==> src/rtl/fetch_sequencer.sv <==
// Fetch sequencer: reads NUM_ROWS consecutive 64-bit words, one outstanding at a time,
// and unpacks each word MSB-first into that row's byte FIFO, honouring per-row backpressure.
module fetch_sequencer #(
    parameter int DATA_WIDTH = 8,
    parameter int ADDR_WIDTH = 32,
    parameter int NUM_ROWS   = 8
) (
    input  logic                  i_clk,
    input  logic                  i_rst,
    input  logic                  i_start,
    input  logic [ADDR_WIDTH-1:0] i_base_addr,
    output logic                  o_mem_read,
    output logic [ADDR_WIDTH-1:0] o_mem_address,
    input  logic [63:0]           i_mem_readdata,
    input  logic                  i_mem_readdatavalid,
    input  logic                  i_mem_waitrequest,
    input  logic [NUM_ROWS-1:0]   i_fifo_full,
    output logic [NUM_ROWS-1:0]   o_fifo_wr_en,
    output logic [DATA_WIDTH-1:0] o_fifo_wdata,
    output logic                  o_busy,
    output logic                  o_done
);

    localparam int BYTES = 64 / DATA_WIDTH;
    localparam int CNT_W = (BYTES > 1) ? $clog2(BYTES) : 1;
    localparam int ROW_W = (NUM_ROWS > 1) ? $clog2(NUM_ROWS) : 1;
    localparam logic [CNT_W-1:0] LAST_BYTE = CNT_W'(BYTES - 1);
    localparam logic [ROW_W-1:0] LAST_ROW  = ROW_W'(NUM_ROWS - 1);

    typedef enum logic [2:0] {
        S_IDLE,
        S_REQ,
        S_WAIT_DATA,
        S_UNPACK,
        S_DONE
    } state_t;

    state_t                r_state;
    state_t                w_state_next;
    logic [ROW_W-1:0]      r_row;
    logic [ROW_W-1:0]      w_row_next;
    logic [CNT_W-1:0]      r_byte_cnt;
    logic [CNT_W-1:0]      w_byte_cnt_next;
    logic [63:0]           r_word_q;
    logic [63:0]           w_word_next;
    logic [ADDR_WIDTH-1:0] r_base_q;
    logic [ADDR_WIDTH-1:0] w_base_next;
    logic [63:0]           w_shifted;
    logic                  w_row_full;

    // Shifting the current byte to the top keeps the select constant (MSB-first order).
    assign w_shifted  = r_word_q << (DATA_WIDTH * int'(r_byte_cnt));
    assign w_row_full = i_fifo_full[r_row];

    always_ff @(posedge i_clk or posedge i_rst) begin
        if (i_rst) begin
            r_state    <= S_IDLE;
            r_row      <= '0;
            r_byte_cnt <= '0;
            r_word_q   <= '0;
            r_base_q   <= '0;
        end else begin
            r_state    <= w_state_next;
            r_row      <= w_row_next;
            r_byte_cnt <= w_byte_cnt_next;
            r_word_q   <= w_word_next;
            r_base_q   <= w_base_next;
        end
    end

    always_comb begin
        w_state_next    = r_state;
        w_row_next      = r_row;
        w_byte_cnt_next = r_byte_cnt;
        w_word_next     = r_word_q;
        w_base_next     = r_base_q;
        o_mem_read      = 1'b0;
        o_mem_address   = '0;
        o_fifo_wr_en    = '0;
        o_fifo_wdata    = '0;
        o_busy          = (r_state != S_IDLE);
        o_done          = 1'b0;

        case (r_state)
            S_IDLE: begin
                if (i_start) begin
                    w_base_next     = i_base_addr;
                    w_row_next      = '0;
                    w_byte_cnt_next = '0;
                    w_state_next    = S_REQ;
                end
            end
            S_REQ: begin
                o_mem_read    = 1'b1;
                o_mem_address = r_base_q + ADDR_WIDTH'(r_row);
                if (!i_mem_waitrequest) begin
                    // Zero-latency memories may return data in the accept cycle itself.
                    if (i_mem_readdatavalid) begin
                        w_word_next     = i_mem_readdata;
                        w_byte_cnt_next = '0;
                        w_state_next    = S_UNPACK;
                    end else begin
                        w_state_next = S_WAIT_DATA;
                    end
                end
            end
            S_WAIT_DATA: begin
                if (i_mem_readdatavalid) begin
                    w_word_next     = i_mem_readdata;
                    w_byte_cnt_next = '0;
                    w_state_next    = S_UNPACK;
                end
            end
            S_UNPACK: begin
                o_fifo_wdata = w_shifted[63 -: DATA_WIDTH];
                if (!w_row_full) begin
                    o_fifo_wr_en    = NUM_ROWS'(1) << r_row;
                    w_byte_cnt_next = r_byte_cnt + 1'b1;
                    if (r_byte_cnt == LAST_BYTE) begin
                        if (r_row == LAST_ROW) begin
                            w_state_next = S_DONE;
                        end else begin
                            w_row_next   = r_row + 1'b1;
                            w_state_next = S_REQ;
                        end
                    end
                end
            end
            S_DONE: begin
                o_done       = 1'b1;
                w_state_next = S_IDLE;
            end
            default: begin
                w_state_next = S_IDLE;
            end
        endcase
    end

endmodule
==> config.mk <==
export PLATFORM = sky130hd
export DESIGN_NAME = fetch_sequencer
export DESIGN_NICKNAME = d
export VERILOG_FILES = /design/src/rtl/fetch_sequencer.sv
export SDC_FILE = /design/constraint.sdc
export NUM_CORES = 1
export LEC_CHECK = 0
export CORE_ASPECT_RATIO = 1.2
export CORE_MARGIN = 2
export CORE_UTILIZATION = 50
export CTS_BUF_LIST = sky130_fd_sc_hd__clkbuf_4 sky130_fd_sc_hd__clkbuf_8
export CTS_CLUSTER_DIAMETER = 40
export DETAILED_ROUTE_END_ITERATION = 10
export GPL_TIMING_DRIVEN = 0
export PLACE_DENSITY = 0.88
export SLEW_MARGIN = 20
export SYNTH_ARGS = -nofsm -noshare
export SYNTH_HDL_FRONTEND = slang
export SYNTH_SLANG_ARGS = --single-unit
==> constraint.sdc <==
create_clock -name i_clk -period 3.7 [get_ports i_clk]
set_input_delay 0.555 -clock i_clk [delete_from_list [all_inputs] [get_ports i_clk]]
set_output_delay 0.555 -clock i_clk [all_outputs]
set_load 0.1 [all_outputs]
==> flow_metrics.py, run 1 <==
metrics = {
    "cells_and_area": {
        "num_antenna_cells": 0,
        "syn2layout_area_growth_pct": 35.6,
        "layout_commonest_cell": "clkdlybuf4s50_1",
        "fin_util_pct": 68.7,
        "drive_above_1_share_pct": 33.6,
        "fillers": 813,
        "final_nets": 777,
        "stdcell_area_um2": 7840,
        "most-common-layout-cells": "clkdlybuf4s50_1 (111), dfrtp_1 (104), mux2_2 (92)",
    },
    "floorplan": {
        "rows": 43,
        "start_util_pct": 50.7,
        "ios": 160,
        "dieArea_um2": 12400,
        "chipWidth_um": 102,
        "chipHeight_um": 122,
        "coreArea_um2": 11400,
    },
    "logic_synthesis": {
        "synth_top_area_cell": "dfrtp_1",
        "netlist_top_cells_area": "dfrtp_1 (45%), mux2_2 (18%), mux4_2 (7.0%)",
        "netlist.area_leader.share_pct": 45.5,
        "synth_fp_nets": 604,
        "ys_types": 54,
        "post_synth.cell_area_avg_um2": 12.0,
        "synth_edf_count": 0,
        "synthArstFlopShare_pct": 100,
        "synth_area_um2": 5780,
        "ys_warn_count": 0,
        "ys_seq_elements": 105,
        "synthFlopType": "dfrtp_1",
        "syn_inst": 483,
        "yosysSeqAreaShare_pct": 45.5,
    },
    "drt": {
        "vias": 4653,
        "drt-total-wl_um": 15000,
        "drt_iter0_drc": 253,
        "antenna_left": 0,
        "first_pass_iters": 5,
        "wl_per_cell_um": 18.4,
        "drc_errors": 0,
        "wl_met1_um": 5800,
        "vias_per_cell": 5.69,
        "wl_met3_um": 1120,
        "wl_met2_um": 7900,
        "highest-signal-layer": "met4",
    },
    "sta": {
        "hold_viol": 0,
        "setup_viol": 1,
        "min_period_ns": 3.71,
        "rsz0062_at_grt": "true",
        "finalCritPeriodShare_pct": 100,
        "finalWorstSetupSlack_ns": -0.00565,
        "clock.fmax_mhz": 270,
        "worst_slew_pin_slew_ns": 0.991,
        "timing.slew.headroom_pct": 33.7,
        "holdWs_ns": 0.512,
        "drv_slew": 0,
        "finClkSkew_ns": 0.00990,
        "finalSetupTns_ns": -0.00565,
    },
    "setup_path": {
        "criticalPathCategory": "reg2out",
        "path_cells": "buf_4 > inv_1 > fa_1 > nand2b_1 > a211o_2 > or4_1 > a21oi_2 > buf_12",
        "cp.arrival_ns": 3.15,
        "cp_max_fo": 8,
        "end_kind": "output pin",
        "critPathTopFamily": "simple AND/OR/NAND/NOR gates",
        "crit_slowest_cell": "or4_1",
        "crit_buf_inv": 3,
        "worst_path_largest_cell_delay_ns": 0.58,
        "startpoint_type": "register",
        "required_ns": 3.14,
    },
    "grt": {
        "grt_max_degree": 69,
        "overflow": 0,
        "grt_pass1_wl_um": 24100,
        "antenna_found_initial": 0,
        "first_global_vias": 4885,
        "grtUsageTotal_pct": 25.2,
    },
    "worst_hold_path": {
        "hold_path_class": "reg2reg",
    },
    "clock_tree": {
        "numCtsBuffers": 9,
        "cts_max_level": 3,
        "cts-hold-fix-buffers": 0,
        "cts_num_sinks": 105,
        "clockBufferDepth": 2,
        "cts_tree": "done",
        "cts-root-buf": "clkbuf_8",
        "clk_pin_slew_worst_paths_ns": 0.11,
        "clock_latency_ns": 0.39,
    },
    "outcome": {
        "status": "finished with violations",
        "violations": "negative setup slack",
    },
    "place": {
        "io_buffers": 159,
        "dpl.hpwl_um": 11300,
        "place_congestion": 0.910,
        "dpl_cell_area_um2": 7690,
    },
    "pwr": {
        "peakVddDrop_mv": 1.65,
        "leakage_nw": 3.29,
        "power.density_nw_per_um2": 858,
    },
    "job": {
        "maxCapViolations": 0,
    },
}
==> metal layers <==
metal / vias up / track usage (%)
li1: 2132 / -
met1: 2300 / 31.0
met2: 203 / 44.2
met3: 18 / 5.51
met4: 0 / 7.58
met5: - / 0
==> stage by stage <==
step           setup WS, ns  power (mW)  instances
3_5_place_dp         -0.576        6.12        800
4_1_cts            -0.00806        6.76        817
3_3_place_gp          -1.03        5.98        799
2_1_floorplan        -0.177        5.12        483
6_report           -0.00565        6.73        818
5_1_grt              -0.119        7.08        818
==> power breakdown <==
| part | total, mW | internal [mW] | switching (mW) |
|---|---|---|---|
| clock network | 0.716 | 0.264 | 0.452 |
| logic | 3.87 | 1.39 | 2.48 |
| registers | 2.14 | 1.70 | 0.434 |
| total | 6.73 | 3.36 | 3.37 |
==> registers in the layout, indices dropped and copies added, names as in the netlist <==
name        cells
r_byte_cnt      3
r_base_q       32
r_word_q       64
r_state         3
r_row           3
==> final timing paths <==
kind / startpoint / end / slack [ns] / cells after the start
hold reg to reg: r_word_q[41]$_DFFE_PP0P_ / r_word_q[41]$_DFFE_PP0P_ / 0.51 / 1
hold / removal: r_word_q[41]$_DFFE_PP0P_ / r_word_q[41]$_DFFE_PP0P_ / 0.51 / 1
setup reg to reg: r_state[2]$_DFFE_PP0P_ / r_base_q[18]$_DFFE_PP0P_ / 1.48 / 6
setup / recovery: r_row[1]$_DFFE_PP0P_ / o_mem_address[22] / -0.006 / 8
max in group asynchronous: i_rst / r_byte_cnt[2]$_DFFE_PP0P_ / 2.48 / 3
min in group asynchronous: i_rst / r_base_q[29]$_DFFE_PP0P_ / 0.55 / 2
==> cell type report <==
class | instances | area (µm²) | share of cell area (%)
clock inverter | 7 | 70.1 | 0.894
multi-input combinational | 334 | 3060 | 39.1
inverter | 18 | 72.6 | 0.926
timing repair buffer | 162 | 1550 | 19.8
tap | 157 | 196 | 2.51
buffer | 26 | 131 | 1.68
clock buffer | 9 | 124 | 1.58
sequential | 105 | 2630 | 33.6
==> synth_stat cells, drive strengths merged, types with 3 or more instances <==
cell type and number:
a21oi 18, mux2i 18, or2 6, inv 18, xnor2 5, xor2 3, ha 11, mux4 18
and3 10, dfrtp 105, buf 17, o31ai 6, nor2b 3, clkbuf 9, mux2 92, a211o 3
nand4 8, o21ai 15, or3 8, nor2 21, nand2 25, or3b 3, nand3b 3, or4 6
nor3 6, nand3 16
==> logic make-up after synthesis <==
group	synth area share, %
compound gates	7.12
fa+ha+maj	2.73
buf+inv	3.40
xor+xnor	1.21
simple gates	12.0
mux	28.1
flops	45.5
==> repair_timing <==
action                                  in CTS  in global routing
pin swaps                                    1                  1
endpoints found under the hold margin        0                  0
endpoints found under the setup margin      48                 37
setup buffers                                1                  1
resized for setup                          140                 48
Power figures use the tool's default switching activity.
==> run 2: changes to the inputs <==
--- a/config.mk
+++ b/config.mk
@@ -5,7 +5,7 @@
 export SDC_FILE = /design/constraint.sdc
 export NUM_CORES = 1
 export LEC_CHECK = 0
-export CORE_ASPECT_RATIO = 1.2
+export CORE_ASPECT_RATIO = 1.1
 export CORE_MARGIN = 2
 export CORE_UTILIZATION = 50
 export CTS_BUF_LIST = sky130_fd_sc_hd__clkbuf_4 sky130_fd_sc_hd__clkbuf_8
==> flow_metrics.py, run 2 (synthesized netlist as in run 1, its figures left out) <==
metrics = {
    "outcome": {
        "status": "complete, no violations",
    },
    "floorplan": {
        "ios": 160,
        "chipWidth_um": 106,
        "chipHeight_um": 117,
        "rows": 41,
        "coreArea_um2": 11400,
        "dieArea_um2": 12400,
        "start_util_pct": 50.7,
    },
    "clock_tree": {
        "cts_num_sinks": 105,
        "cts-root-buf": "clkbuf_8",
        "cts_max_level": 3,
        "clockBufferDepth": 2,
        "numCtsBuffers": 9,
        "cts-hold-fix-buffers": 0,
        "clock_latency_ns": 0.38,
        "cts_tree": "done",
        "clk_pin_slew_worst_paths_ns": 0.11,
    },
    "place": {
        "place_congestion": 0.867,
        "place_ws_ns": -0.550,
        "dpl_cell_area_um2": 7680,
        "post-place-cells": 793,
        "io_buffers": 159,
        "dpl.hpwl_um": 11200,
    },
    "cells_and_area": {
        "syn2layout_area_growth_pct": 36.1,
        "num_antenna_cells": 0,
        "final_cells": 811,
        "drive_above_1_share_pct": 33.9,
        "final_nets": 777,
        "largest-register": "r_word_q",
        "most-common-layout-cells": "clkdlybuf4s50_1 (111), dfrtp_1 (104), mux2_2 (92)",
        "reg.largest.list": "r_word_q: 64 flops, r_base_q: 32 flops",
        "stdcell_area_um2": 7870,
        "largest_register_ffs": 64,
        "layout_commonest_cell": "clkdlybuf4s50_1",
    },
    "pwr": {
        "peakVddDrop_mv": 1.76,
        "clock_power_share_pct": 11.2,
        "internal-power_mw": 3.42,
        "seqPwrFrac_pct": 31.6,
        "p_sw_share_pct": 49.6,
        "power.total_mw": 6.79,
        "leakage_nw": 3.30,
        "power_switching_mw": 3.37,
        "p_comb_share_pct": 57.2,
        "power.density_nw_per_um2": 863,
    },
    "drt": {
        "vias_per_cell": 5.77,
        "antenna_left": 0,
        "drt_iter0_drc": 224,
        "drt-total-wl_um": 14900,
        "wl_per_cell_um": 18.4,
        "vias": 4679,
        "first_pass_iters": 5,
        "drc_errors": 0,
    },
    "setup_path": {
        "r2r-start": "r_state[2]$_DFFE_PP0P_",
        "end_kind": "output pin",
        "required_ns": 3.14,
        "reg2reg_slack_ns": 1.46,
        "cp.arrival_ns": 3.10,
        "r2r-end": "r_base_q[16]$_DFFE_PP0P_",
        "criticalPathCategory": "reg2out",
        "reg2reg_depth": 6,
        "startpoint_type": "register",
        "cp_max_fo": 8,
    },
    "sta": {
        "rsz0062_at_grt": "true",
        "finalSetupTns_ns": 0,
        "clock.fmax_mhz": 274,
        "finalCritPeriodShare_pct": 98.8,
        "timing.slew.headroom_pct": 35.5,
        "finalWorstSetupSlack_ns": 0.0457,
        "worst_slew_pin_slew_ns": 0.964,
        "setup_viol": 0,
        "hold_viol": 0,
        "finClkSkew_ns": 0.0102,
        "min_period_ns": 3.65,
        "drv_slew": 0,
    },
    "grt": {
        "first_global_vias": 4895,
        "grtUsageTotal_pct": 24.3,
        "antenna_found_initial": 0,
        "grt_max_degree": 70,
        "grt_pass1_wl_um": 23400,
        "overflow": 0,
    },
    "worst_hold_path": {
        "hp-start": "r_word_q[10]$_DFFE_PP0P_",
        "min_delay_path_depth": 1,
        "whs_endpoint": "r_word_q[10]$_DFFE_PP0P_",
        "hold_path_class": "reg2reg",
    },
    "job": {
        "maxCapViolations": 0,
    },
}
run 2: changes by cell type in the layout (fill, tap and decap cells not counted), sizes merged:
cell / before / now
buf: 32 / 33
inv: 22 / 21
clkdlybuf4s15: 12 / 11
bufinv: 0 / 1
run 2: worst max path at each step:
stage                           start                  endpoint  slack (ns)  cells past startpoint
3_3_place_gp                    i_rst  r_word_q[46]$_DFFE_PP0P_       -1.03                      2
6_report         r_row[1]$_DFFE_PP0P_         o_mem_address[22]        0.05                      8
5_1_grt          r_row[1]$_DFFE_PP0P_         o_mem_address[22]       -0.07                      8
4_1_cts          r_row[1]$_DFFE_PP0P_         o_mem_address[22]       -0.05                      8
3_5_place_dp     r_row[0]$_DFFE_PP0P_         o_mem_address[22]       -0.55                      8
2_1_floorplan  r_state[1]$_DFFE_PP0P_         o_mem_address[28]       -0.18                      6
run 2: area by class of cell:
class	instances	area [µm²]
fillers	828	3520
multi-input cells	334	3080
flip-flops and latches	105	2630
repair buffers	162	1550
well taps	150	188
plain buffers	26	131
clock buffers	9	124
clock inverters	7	86.3
inverters	18	72.6
run 2: layer usage:
metal	wire, µm	GRT usage (%)	up-vias
li1	-	-	2128
met1	6030	28.8	2338
met2	7700	44.8	192
met3	976	5.92	21
met4	200	5.89	0
met5	0	0	-
run 2: critical path: stages, from the launching register on:
cell      delay [ns]
dfrtp_1         0.39
clkbuf_4        0.20
inv_1           0.11
fa_1            0.46
nand2b_2        0.24
a211o_4         0.38
or4_1           0.53
a21oi_2         0.20
buf_12          0.20
run 2: through the flow:
step                util (%)  hold WS (ns)
floorplan                  -         0.474
global placement        67.1         0.483
detailed placement      67.4         0.488
CTS                     69.0         0.513
global route            69.1         0.516
finish                  69.1         0.511
run 2: power groups by stage:
stage          Clock (mW)  Combinational (mW)  Sequential (mW)
2_1_floorplan           0                3.11             2.01
3_3_place_gp            0                3.88             2.10
3_5_place_dp            0                3.97             2.16
4_1_cts             0.771                3.88             2.13
5_1_grt             0.823                4.11             2.21
6_report            0.763                3.88             2.15
run 2: timing repair:
action,in CTS,in global routing
pin swaps,1,3
gates cloned,0,0
endpoints found under the setup margin,48,35
buffers inserted,0,2
endpoints found under the hold margin,0,0
gates resized for setup,145,49
==> run 3: changes to the inputs <==
--- a/config.mk
+++ b/config.mk
@@ -12,7 +12,10 @@
 export CTS_CLUSTER_DIAMETER = 40
 export DETAILED_ROUTE_END_ITERATION = 10
 export GPL_TIMING_DRIVEN = 0
+export HOLD_SLACK_MARGIN = 0.05
+export MAX_ROUTING_LAYER = met4
 export PLACE_DENSITY = 0.88
+export RECOVER_POWER = 100
 export SLEW_MARGIN = 20
 export SYNTH_ARGS = -nofsm -noshare
 export SYNTH_HDL_FRONTEND = slang
==> flow_metrics.py, run 3 (synthesized netlist as in run 1, its figures left out) <==
metrics = {
    "grt": {
        "first_global_vias": 4903,
        "grt_pass1_wl_um": 23500,
        "antenna_found_initial": 0,
        "overflow": 0,
        "grtUsageTotal_pct": 25.0,
        "grt_max_degree": 70,
    },
    "drt": {
        "drt_iter0_drc": 203,
        "first_pass_iters": 4,
        "drt-total-wl_um": 14800,
        "vias": 4699,
        "wl_per_cell_um": 18.3,
        "vias_per_cell": 5.79,
        "drc_errors": 0,
        "antenna_left": 0,
    },
    "sta": {
        "finClkSkew_ns": 0.0104,
        "hold_viol": 0,
        "timing.slew.headroom_pct": -12.0,
        "setup_viol": 0,
        "finalCritPeriodShare_pct": 98.7,
        "worst_slew_pin_slew_ns": 1.67,
        "rsz0062_at_grt": "true",
        "drv_slew": 38,
        "clock.fmax_mhz": 274,
        "finalSetupTns_ns": 0,
        "min_period_ns": 3.65,
        "holdWs_ns": 0.511,
    },
    "clock_tree": {
        "clockBufferDepth": 2,
        "cts-root-buf": "clkbuf_8",
        "cts_max_level": 3,
        "cts_num_sinks": 105,
        "clk_pin_slew_worst_paths_ns": 0.11,
        "numCtsBuffers": 9,
        "cts-hold-fix-buffers": 0,
        "cts_tree": "done",
        "clock_latency_ns": 0.38,
    },
    "pwr": {
        "seqPwrFrac_pct": 31.6,
        "p_comb_share_pct": 57.2,
        "power.density_nw_per_um2": 866,
        "internal-power_mw": 3.42,
        "leakage_nw": 3.27,
        "p_sw_share_pct": 49.6,
        "clock_power_share_pct": 11.2,
        "power_switching_mw": 3.36,
        "peakVddDrop_mv": 1.76,
    },
    "floorplan": {
        "coreArea_um2": 11400,
        "chipHeight_um": 117,
        "dieArea_um2": 12400,
        "rows": 41,
        "chipWidth_um": 106,
        "start_util_pct": 50.7,
        "ios": 160,
    },
    "cells_and_area": {
        "drive_above_1_share_pct": 33.4,
        "layout_commonest_cell": "clkdlybuf4s50_1",
        "stdcell_area_um2": 7840,
        "num_antenna_cells": 0,
        "largest-register": "r_word_q",
        "final_nets": 777,
        "largest_register_ffs": 64,
        "most-common-layout-cells": "clkdlybuf4s50_1 (110), dfrtp_1 (104), mux2_2 (92)",
        "reg.largest.list": "r_word_q: 64 flops, r_base_q: 32 flops",
        "syn2layout_area_growth_pct": 35.6,
        "fin_util_pct": 68.8,
    },
    "setup_path": {
        "required_ns": 3.14,
        "end_kind": "output pin",
        "cp.arrival_ns": 3.10,
        "startpoint_type": "register",
        "cp_max_fo": 8,
        "criticalPathCategory": "reg2out",
    },
    "place": {
        "dpl_cell_area_um2": 7680,
        "io_buffers": 159,
        "place_congestion": 0.881,
        "dpl.hpwl_um": 11200,
    },
    "outcome": {
        "status": "finished with violations",
        "violations": "max-capacitance violations, max-slew violations",
    },
    "job": {
        "maxCapViolations": 1,
    },
    "worst_hold_path": {
        "hold_path_class": "reg2reg",
    },
}
## run 3: cell count changes in the layout (fill, tap and decap cells not counted), sizes merged
cell / change
buf: -3
clkbuf: +3
clkdlybuf4s50: -1
clkinvlp: +1
dlygate4sd3: +1
inv: -1
## run 3: power by group through the flow
stage / logic, mW / registers, mW / clock network [mW]
5_1_grt: 4.11 / 2.21 / 0.822
3_5_place_dp: 3.97 / 2.16 / 0
4_1_cts: 3.88 / 2.13 / 0.771
3_3_place_gp: 3.88 / 2.10 / 0
6_report: 3.88 / 2.14 / 0.762
2_1_floorplan: 3.11 / 2.01 / 0
## run 3: path summary, 6_finish.rpt
path,startpoint,endpoint,slack (ns),cells past startpoint
setup / recovery,r_row[1]$_DFFE_PP0P_,o_mem_address[22],0.05,8
hold / removal,r_word_q[10]$_DFFE_PP0P_,r_word_q[10]$_DFFE_PP0P_,0.51,1
setup reg to reg,r_state[2]$_DFFE_PP0P_,r_base_q[16]$_DFFE_PP0P_,0.97,6
hold reg to reg,r_word_q[10]$_DFFE_PP0P_,r_word_q[10]$_DFFE_PP0P_,0.51,1
max in group asynchronous,i_rst,r_word_q[48]$_DFFE_PP0P_,0.57,3
min in group asynchronous,i_rst,r_base_q[30]$_DFFE_PP0P_,1.02,2
## run 3: final cells by class
cell class,count,area (µm²)
fill,833,3550
multi-input combinational,334,3080
sequential,105,2630
timing repair buffer,162,1530
tap,150,188
buffer,26,128
clock buffer,9,124
clock inverter,7,86.3
inverter,18,68.8
## run 3: metal layers
layer  up-vias  GRT usage [%]  wire, µm
met5         -              -         0
met4         0           6.41       232
met3        26           5.25       973
met2       202           44.8      7750
met1      2345           29.0      5890
li1       2126              -         -
## run 3: critical path, stage by stage (launching register included)
cell and delay, ns:
dfrtp_1 0.39, clkbuf_4 0.20, inv_1 0.11, fa_1 0.46, nand2b_2 0.24, a211o_4 0.38, or4_1 0.53, a21oi_2 0.20
buf_12 0.20
## run 3: through the flow
step,instances,power (mW),worst slack [ns]
after floorplan,483,5.12,-0.177
after global placement,792,5.98,-1.03
after detailed placement,793,6.12,-0.550
after CTS,809,6.78,-0.0504
after global routing,811,7.14,-0.0751
final,811,6.78,0.0470
## run 3: what timing repair did
| action | in CTS | in global routing |
|---|---|---|
| buffers inserted | 0 | 2 |
| pin swaps | 1 | 3 |
| endpoints found under the setup margin | 48 | 35 |
| resized for setup | 145 | 49 |
